--- src/rtl/mode_pkg.sv ---
// Shared types for the front-panel mode stepper: mode width, step FSM states
// and step-direction encoding.
package mode_pkg;

    localparam int unsigned MODE_W = 4;

    typedef enum logic [1:0] {
        IDLE,
        HOLD,
        REPEAT
    } step_state_e;

    typedef enum logic [1:0] {
        NONE,
        UP,
        DOWN
    } step_dir_e;

    // Coinciding up and down steps cancel each other.
    function automatic step_dir_e step_dir(input logic up, input logic down);
        step_dir_e dir;
        dir = NONE;
        if (up && !down) begin
            dir = UP;
        end else if (down && !up) begin
            dir = DOWN;
        end
        return dir;
    endfunction

endpackage

--- src/rtl/btn_conditioner.sv ---
// One push-button: two-flop synchroniser, debouncer and hold/auto-repeat step
// FSM producing a one-cycle step pulse.
module btn_conditioner
    import mode_pkg::*;
#(
    parameter int unsigned DEBOUNCE_CYCLES = 16,
    parameter int unsigned HOLD_CYCLES     = 64,
    parameter int unsigned REPEAT_CYCLES   = 32
) (
    input  logic clk,
    input  logic rst,
    input  logic btn_raw,
    output logic step
);

    localparam int unsigned DEB_W   = $clog2(DEBOUNCE_CYCLES + 1);
    localparam int unsigned TMR_MAX = (HOLD_CYCLES > REPEAT_CYCLES) ? HOLD_CYCLES : REPEAT_CYCLES;
    localparam int unsigned TMR_W   = $clog2(TMR_MAX + 1);

    // Timers count down to zero, so loading N-1 spaces steps exactly N cycles apart.
    localparam logic [TMR_W-1:0] HOLD_LOAD   = TMR_W'(HOLD_CYCLES - 1);
    localparam logic [TMR_W-1:0] REPEAT_LOAD = TMR_W'(REPEAT_CYCLES - 1);
    localparam logic [DEB_W-1:0] DEB_LAST    = DEB_W'(DEBOUNCE_CYCLES - 1);

    logic              s1_q, s1_d;
    logic              s2_q, s2_d;
    logic              clean_q, clean_d;
    logic [DEB_W-1:0]  deb_q, deb_d;
    step_state_e       state_q, state_d;
    logic [TMR_W-1:0]  tmr_q, tmr_d;
    logic              step_q, step_d;

    // Synchroniser and debouncer: the clean level follows s2 after a stable run.
    always_comb begin
        s1_d    = btn_raw;
        s2_d    = s1_q;
        clean_d = clean_q;
        deb_d   = '0;
        if (s2_q != clean_q) begin
            if (deb_q == DEB_LAST) begin
                clean_d = ~clean_q;
            end else begin
                deb_d = deb_q + DEB_W'(1);
            end
        end
    end

    // Step FSM reacts to the clean level as it toggles, so the step lands one cycle later.
    always_comb begin
        state_d = state_q;
        tmr_d   = tmr_q;
        step_d  = 1'b0;
        case (state_q)
            IDLE: begin
                if (clean_d && !clean_q) begin
                    step_d  = 1'b1;
                    tmr_d   = HOLD_LOAD;
                    state_d = HOLD;
                end
            end
            HOLD, REPEAT: begin
                if (!clean_d) begin
                    state_d = IDLE;
                end else if (tmr_q == '0) begin
                    step_d  = 1'b1;
                    tmr_d   = REPEAT_LOAD;
                    state_d = REPEAT;
                end else begin
                    tmr_d = tmr_q - TMR_W'(1);
                end
            end
            default: begin
                state_d = IDLE;
            end
        endcase
    end

    always_ff @(posedge clk) begin
        if (rst) begin
            s1_q    <= 1'b0;
            s2_q    <= 1'b0;
            clean_q <= 1'b0;
            deb_q   <= '0;
            state_q <= IDLE;
            tmr_q   <= '0;
            step_q  <= 1'b0;
        end else begin
            s1_q    <= s1_d;
            s2_q    <= s2_d;
            clean_q <= clean_d;
            deb_q   <= deb_d;
            state_q <= state_d;
            tmr_q   <= tmr_d;
            step_q  <= step_d;
        end
    end

    assign step = step_q;

endmodule

--- src/rtl/mode_stepper.sv ---
// Front-panel mode selector: two conditioned buttons step a wrap-around mode
// code for the mode decoder, with a one-cycle change strobe.
module mode_stepper
    import mode_pkg::*;
#(
    parameter int unsigned DEBOUNCE_CYCLES = 16,
    parameter int unsigned HOLD_CYCLES     = 64,
    parameter int unsigned REPEAT_CYCLES   = 32,
    parameter int unsigned MODE_MAX        = 15
) (
    input  logic              clk,
    input  logic              rst,
    input  logic              btn_up,
    input  logic              btn_down,
    output logic [MODE_W-1:0] mode_d,
    output logic              mode_chg
);

    localparam logic [MODE_W-1:0] MODE_TOP = MODE_W'(MODE_MAX);

    logic              step_up;
    logic              step_down;
    step_dir_e         dir;
    logic [MODE_W-1:0] mode_reg_q, mode_reg_d;
    logic              chg_q, chg_d;

    btn_conditioner #(
        .DEBOUNCE_CYCLES (DEBOUNCE_CYCLES),
        .HOLD_CYCLES     (HOLD_CYCLES),
        .REPEAT_CYCLES   (REPEAT_CYCLES)
    ) u_up (
        .clk     (clk),
        .rst     (rst),
        .btn_raw (btn_up),
        .step    (step_up)
    );

    btn_conditioner #(
        .DEBOUNCE_CYCLES (DEBOUNCE_CYCLES),
        .HOLD_CYCLES     (HOLD_CYCLES),
        .REPEAT_CYCLES   (REPEAT_CYCLES)
    ) u_down (
        .clk     (clk),
        .rst     (rst),
        .btn_raw (btn_down),
        .step    (step_down)
    );

    assign dir = step_dir(step_up, step_down);

    // Wrap is decided by comparing against MODE_TOP, never by register overflow.
    always_comb begin
        mode_reg_d = mode_reg_q;
        chg_d      = 1'b0;
        case (dir)
            UP: begin
                mode_reg_d = (mode_reg_q >= MODE_TOP) ? '0 : mode_reg_q + MODE_W'(1);
                chg_d      = 1'b1;
            end
            DOWN: begin
                mode_reg_d = (mode_reg_q == '0) ? MODE_TOP : mode_reg_q - MODE_W'(1);
                chg_d      = 1'b1;
            end
            default: begin
                mode_reg_d = mode_reg_q;
            end
        endcase
    end

    always_ff @(posedge clk) begin
        if (rst) begin
            mode_reg_q <= '0;
            chg_q      <= 1'b0;
        end else begin
            mode_reg_q <= mode_reg_d;
            chg_q      <= chg_d;
        end
    end

    assign mode_d   = mode_reg_q;
    assign mode_chg = chg_q;

endmodule

--- config.mk ---
export PLATFORM = sky130hd
export DESIGN_NAME = mode_stepper
export DESIGN_NICKNAME = d
export VERILOG_FILES = /design/src/rtl/mode_pkg.sv /design/src/rtl/btn_conditioner.sv /design/src/rtl/mode_stepper.sv
export SDC_FILE = /design/constraint.sdc
export NUM_CORES = 1
export LEC_CHECK = 0
export BUFFER_PORTS_ARGS = -buffer_cell sky130_fd_sc_hd__buf_4
export CAP_MARGIN = 15
export CELL_PAD_IN_SITES_DETAIL_PLACEMENT = 0
export CELL_PAD_IN_SITES_GLOBAL_PLACEMENT = 2
export CORE_MARGIN = 5
export CORE_UTILIZATION = 34
export CTS_CLUSTER_SIZE = 12
export DETAILED_ROUTE_END_ITERATION = 8
export PLACE_DENSITY = 0.74
export SETUP_SLACK_MARGIN = 0.3
export SLEW_MARGIN = 25
export SYNTH_ARGS = -nofsm -noshare
export SYNTH_HDL_FRONTEND = slang
export SYNTH_SLANG_ARGS = --single-unit
--- constraint.sdc ---
create_clock -name clk -period 2.1 [get_ports clk]
set_input_delay 0.105 -clock clk [delete_from_list [all_inputs] [get_ports clk]]
set_output_delay 0.105 -clock clk [all_outputs]
set_load 0.02 [all_outputs]
Yosys cells after proc, flatten, opt, wreduce, memory -nomap -nowiden
Index checks and enable logic that the tools add are counted.

Word-level logic and storage cells: 102. Output and inout port bits: 5. Bits in registers: 41.

$add $sub $neg: 6. $lt $le $gt $ge: 1. Multiplexer cells: 34. Eq/ne operators: 16. Reduce and logical (&&, ||, !) cells: 25. Bitwise logic cells: 4.

Operator list (number): 7-bit 2-to-1 mux (6); 7-bit case mux with 2 select lines (2); 2-bit 2-to-1 mux (8); 7-bit zero test (2); 7-bit by 1-bit subtractor with 7-bit output (second input constant) (2); 1-bit 2-to-1 mux (11); 5-bit by 1-bit adder with 5-bit output (second input constant) (2); 5-bit by 4-bit equality test with 1-bit output (second input constant) (2); 4-bit 2-to-1 mux (2); 2-bit by 1-bit != test with 1-bit output (second input constant) (4); 2-bit case mux with 2 select lines (2); 4-bit case mux with 2 select lines (1); 2-bit by 1-bit equality test with 1-bit output (second input constant) (3); 2-bit equality test (second input constant) (3); 3-bit != test (second input constant) (2); 3-bit AND reduction (2); 2-bit nonzero test (3); 2-bit OR reduction (3); 3-bit OR reduction (2); 4-bit by 1-bit adder with 4-bit output (second input constant) (1); 4-bit greater-or-equal comparator (second input constant) (1); 1-bit logical AND (4); 1-bit zero test (4); 2-bit zero test (2); other kinds (6) (12).

Longest topological paths before layout
Word-level depth: 7. Mapped depth: 8. Mapped depth without buffers: 8.

Modules after synthesis
Synthesis repeated with hierarchy kept, for this count alone.

Cells, all modules: 234. Area, all modules: 2108.3 um2.

By module, submodules not included: btn_conditioner (u_down) (area each 919.6 um2, instances 1, cells an instance 101); btn_conditioner (u_up) (area each 882.1 um2, instances 1, cells an instance 97); mode_stepper (area each 306.5 um2, instances 1, cells an instance 36).

Worst setup path after synthesis
Ideal clock, no wire load.

Kind: flip-flop to flip-flop. From: register u_up.deb_q[0]. To: register u_up.tmr_q[5]. Data arrival time: 1.903 ns. Period minus slack after synthesis: 1.989 ns. Setup time: 0.086 ns. Cell stages (with the launch flop): 9. Setup slack: 0.111 ns. Data required time: 2.014 ns. Cell sequence: dfxtp_1 ha_1 and3_1 ha_1 nand2b_1 a21o_1 a21oi_1 o21ai_0 a211oi_1.

Word-level cells in the longest chain between the ends: 6.

RTL lines: start: declaration (RTL line btn_conditioner.sv:28) `logic [DEB_W-1:0] deb_q, deb_d;`; start signal: assignment (RTL line btn_conditioner.sv:83) `deb_q <= '0;`; start signal: assignment (RTL line btn_conditioner.sv:91) `deb_q <= deb_d;`; 5-bit by 4-bit equality test with 1-bit output * (RTL line btn_conditioner.sv:40) `if (deb_q == DEB_LAST) begin`; 1-bit 2-to-1 mux * (RTL line btn_conditioner.sv:40); 1-bit 2-to-1 mux * (RTL line btn_conditioner.sv:39) `if (s2_q != clean_q) begin`; 1-bit logical AND (RTL line btn_conditioner.sv:55) `if (clean_d && !clean_q) begin`; 2-bit by 1-bit != test with 1-bit output (no line); 3-bit AND reduction (no line) *; end signal: assignment (RTL line btn_conditioner.sv:93) `tmr_q <= tmr_d;`; end: declaration (RTL line btn_conditioner.sv:30) `logic [TMR_W-1:0] tmr_q, tmr_d;`.

Mark *: on every way between the ends. The rest lies on a longest branch, timed or not. A chain may end at the register's enable or synchronous reset.

Worst setup path after layout
From: register u_down.deb_q[0]. To: register u_down.tmr_q[5].

Word-level cells in the longest chain between the ends: 6.

RTL lines (RTL line): start: declaration (btn_conditioner.sv:28); start signal: assignment (btn_conditioner.sv:83); start signal: assignment (btn_conditioner.sv:91); 5-bit by 4-bit equality test with 1-bit output * (btn_conditioner.sv:40); 1-bit 2-to-1 mux * (btn_conditioner.sv:40); 1-bit 2-to-1 mux * (btn_conditioner.sv:39); 1-bit logical AND (btn_conditioner.sv:55); 2-bit by 1-bit != test with 1-bit output (no line); 3-bit AND reduction (no line) *; end signal: assignment (btn_conditioner.sv:93); end: declaration (btn_conditioner.sv:30).

Marks and branches as above.

==> impl_metrics.json <==
{
  "status": "completed",
  "initial_utilization_pct": 34.91,
  "startpoint": "u_down.deb_q[0]$_SDFF_PP0_",
  "core_area_um2": 5921,
  "ant_nets": 0,
  "final_core_util_pct": 42.96,
  "reg2reg_from": "u_down.deb_q[0]$_SDFF_PP0_",
  "synth_top_area_share_pct": 39.71,
  "hold_viol": 0,
  "syn_to_final_growth_pct": 23.06,
  "drive_gt1_share_pct": 25.98,
  "die_height_um": 87.97,
  "ys_async_sr_fraction_pct": 0,
  "worst-setup-path-type": "reg -> reg",
  "grt_start_max_net_pins": 34,
  "clock_skew_ns": 0.007652,
  "fin_tns_setup_ns": 0,
  "crit_top_cell": "ha_4",
  "fmax_mhz": 543.5,
  "vias": 1646,
  "fin_crit_sh_pct": 87.61,
  "hp-start": "btn_up",
  "synth_commonest_cells": "dfxtp_1, nor2_1, inv_1",
  "setup_viol": 0,
  "min_period_ns": 1.840,
  "synth_area_per_cell_um2": 8.909,
  "overflow": 0,
  "dpl.hpwl_um": 2727,
  "io_buffers": 8,
  "power_density_nw_per_um2": 576.5,
  "cts_buffers": 5,
  "antenna_cells": 0,
  "grt_antenna_before_repair": 0,
  "max_slew_margin_pct": 75.22,
  "detail_route.wl_per_cell_um": 12.43,
  "met1_usage_pct": 15.24,
  "grt_pass1_wl_um": 7010,
  "track_usage_pct": 11.44,
  "use_met2_pct": 17.53,
  "crit_path_end_kind": "flip-flop",
  "drc": 0,
  "hp-class": "in -> reg",
  "critPathMaxFanout": 5,
  "worstPathCellList": "ha_4 > and3_4 > ha_4 > mux2i_4 > a221oi_4 > nand2_1 > o41ai_2 > a21oi_1",
  "viasPerCell": 5.003,
  "slew_violations": 0,
  "met3_usage_pct": 3.575,
  "ys_warn_count": 0,
  "first_global_vias": 1524,
  "hold-worst-slack_ns": 0.01958,
  "num-nets-final": 273,
  "clockBufferDepth": 2,
  "synth.net_count": 251,
  "yosys.area.top_type": "dfxtp_1",
  "rows": 28,
  "clkTransAtPathRegs_ns": 0.08,
  "cp_data_required_time_ns": 2.27,
  "grt.busiest_layer": "met2",
  "mappedNetlistArea_um2": 2067,
  "leakagePower_nw": 0.9276,
  "gp_congestion": 0.7109,
  "ys_types": 48,
  "crit_arrival_ns": 2.01,
  "dieArea_um2": 7739,
  "ys.flop_type": "dfxtp_1",
  "post_dp_cell_area_um2": 2306,
  "synth_edf_count": 0,
  "ys_ff_latch": 41,
  "rsz0062_at_grt": "true",
  "dr.pass1.iters": 4,
  "cts.htree.levels": 2,
  "root_buffer": "clkbuf_8",
  "synthesis.instances": 232,
  "cts_sinks": 41,
  "max_stage_delay_ns": 0.34,
  "ir_worst_vdd_mv": 0.1997,
  "ys_seq_area_share_pct": 39.71,
  "clk_latency_ns": 0.29,
  "yosys-top-cells-area": "dfxtp_1, ha_1, nor2_1, a21oi_1, inv_1",
  "slowest_stage": "dfxtp_2",
  "total_power_mw": 1.467,
  "design_area_um2": 2544,
  "cts_tree": "built",
  "wl_um": 4090,
  "drtIter0Drc": 43,
  "dieWidth_um": 87.97,
  "cts_hold_buf": 0,
  "worst_pin_slew_ns": 0.3683,
  "drv_cap": 0,
  "crit_path_start_kind": "flip-flop",
  "yosysMostFrequentCell": "dfxtp_1",
  "io_pins": 9
}
==> worst max-delay path, delay by kind of cell, from the launching register on <==
kind                       cells  cell delay, ns
adders and majority gates      2            0.33
AOI/OAI and AO/OA              3            0.60
DFF                            1            0.34
and+or+nand+nor                2            0.27
muxes                          1            0.20
==> registers in the layout (all words and copies together) (netlist names) <==
name	cells
u_down.step	1
u_down.s2_q	1
u_up.clean_q	1
u_up.tmr_q	7
u_down.state_q	2
u_up.deb_q	5
u_down.s1_q	1
u_up.state_q	2
u_down.clean_q	1
mode_d	4
u_up.s2_q	1
mode_chg	1
u_up.step	1
u_down.tmr_q	7
u_up.s1_q	1
u_down.deb_q	5
==> through the flow <==
step,instances,worst slack [ns]
after CTS,328,0.2452
after global placement,315,0.1450
final,329,0.2602
after detailed placement,315,0.06886
after floorplan,232,0.2220
after global routing,329,0.1306
==> final timing paths <==
kind                                                      to  slack, ns  cells after the start
worst max-delay path            u_down.tmr_q[5]$_SDFFE_PP0P_       0.26                      8
worst min-delay path                    u_up.s1_q$_SDFF_PP0_       0.02                      2
worst max register to register  u_down.tmr_q[5]$_SDFFE_PP0P_       0.26                      8
worst min register to register        u_down.s2_q$_SDFF_PP0_       0.44                      1
==> cell type report <==
class | instances | area (µm²)
clock buffer | 6 | 82.58
clock inverter | 1 | 7.507
fill | 607 | 3377
tap | 75 | 93.84
inverter | 19 | 71.32
sequential | 41 | 827.0
multi-input combinational | 168 | 1319
timing repair buffer | 19 | 142.6
==> power by group <==
group          internal [mW]  switching [mW]
registers              0.791          0.0151
clock network          0.260           0.282
logic                 0.0569          0.0610
==> per-layer routing <==
metal	wire length, µm	vias up
met3	130	2
li1	-	857
met5	0	-
met4	29	0
met2	1803	17
met1	2127	770
==> what timing repair did <==
item | in CTS | in global routing
setup buffers | 6 | 1
cloned | 0 | 0
gates resized for setup | 20 | 5
pin swaps | 14 | 10
endpoints found under the setup margin | 16 | 19
==> kinds of logic after synthesis <==
group                      Yosys count  share of synthesized area [%]
and+or+nand+nor                     83                          21.61
xor gates and xnor gates            11                          4.661
muxes                                2                          1.029
DFF                                 41                          39.71
AOI/OAI and AO/OA                   57                          19.73
buffers and inverters               23                          4.177
adders and majority gates           15                          9.080
==> placed cells by master (no fill, tap or decap), drive strengths merged, types with 3 or more instances in the layout <==
master  instances
a21oi          15
inv            19
or3             3
buf            19
nor2           28
clkbuf          6
dfxtp          41
nand2          12
ha             15
o21ai           9
xnor2           5
a311oi          5
nand2b          4
a211oi          9
nor3            7
nor2b          10
a21o            3
xor2            6
nand3           5
(Power assumes the default switching activity.)
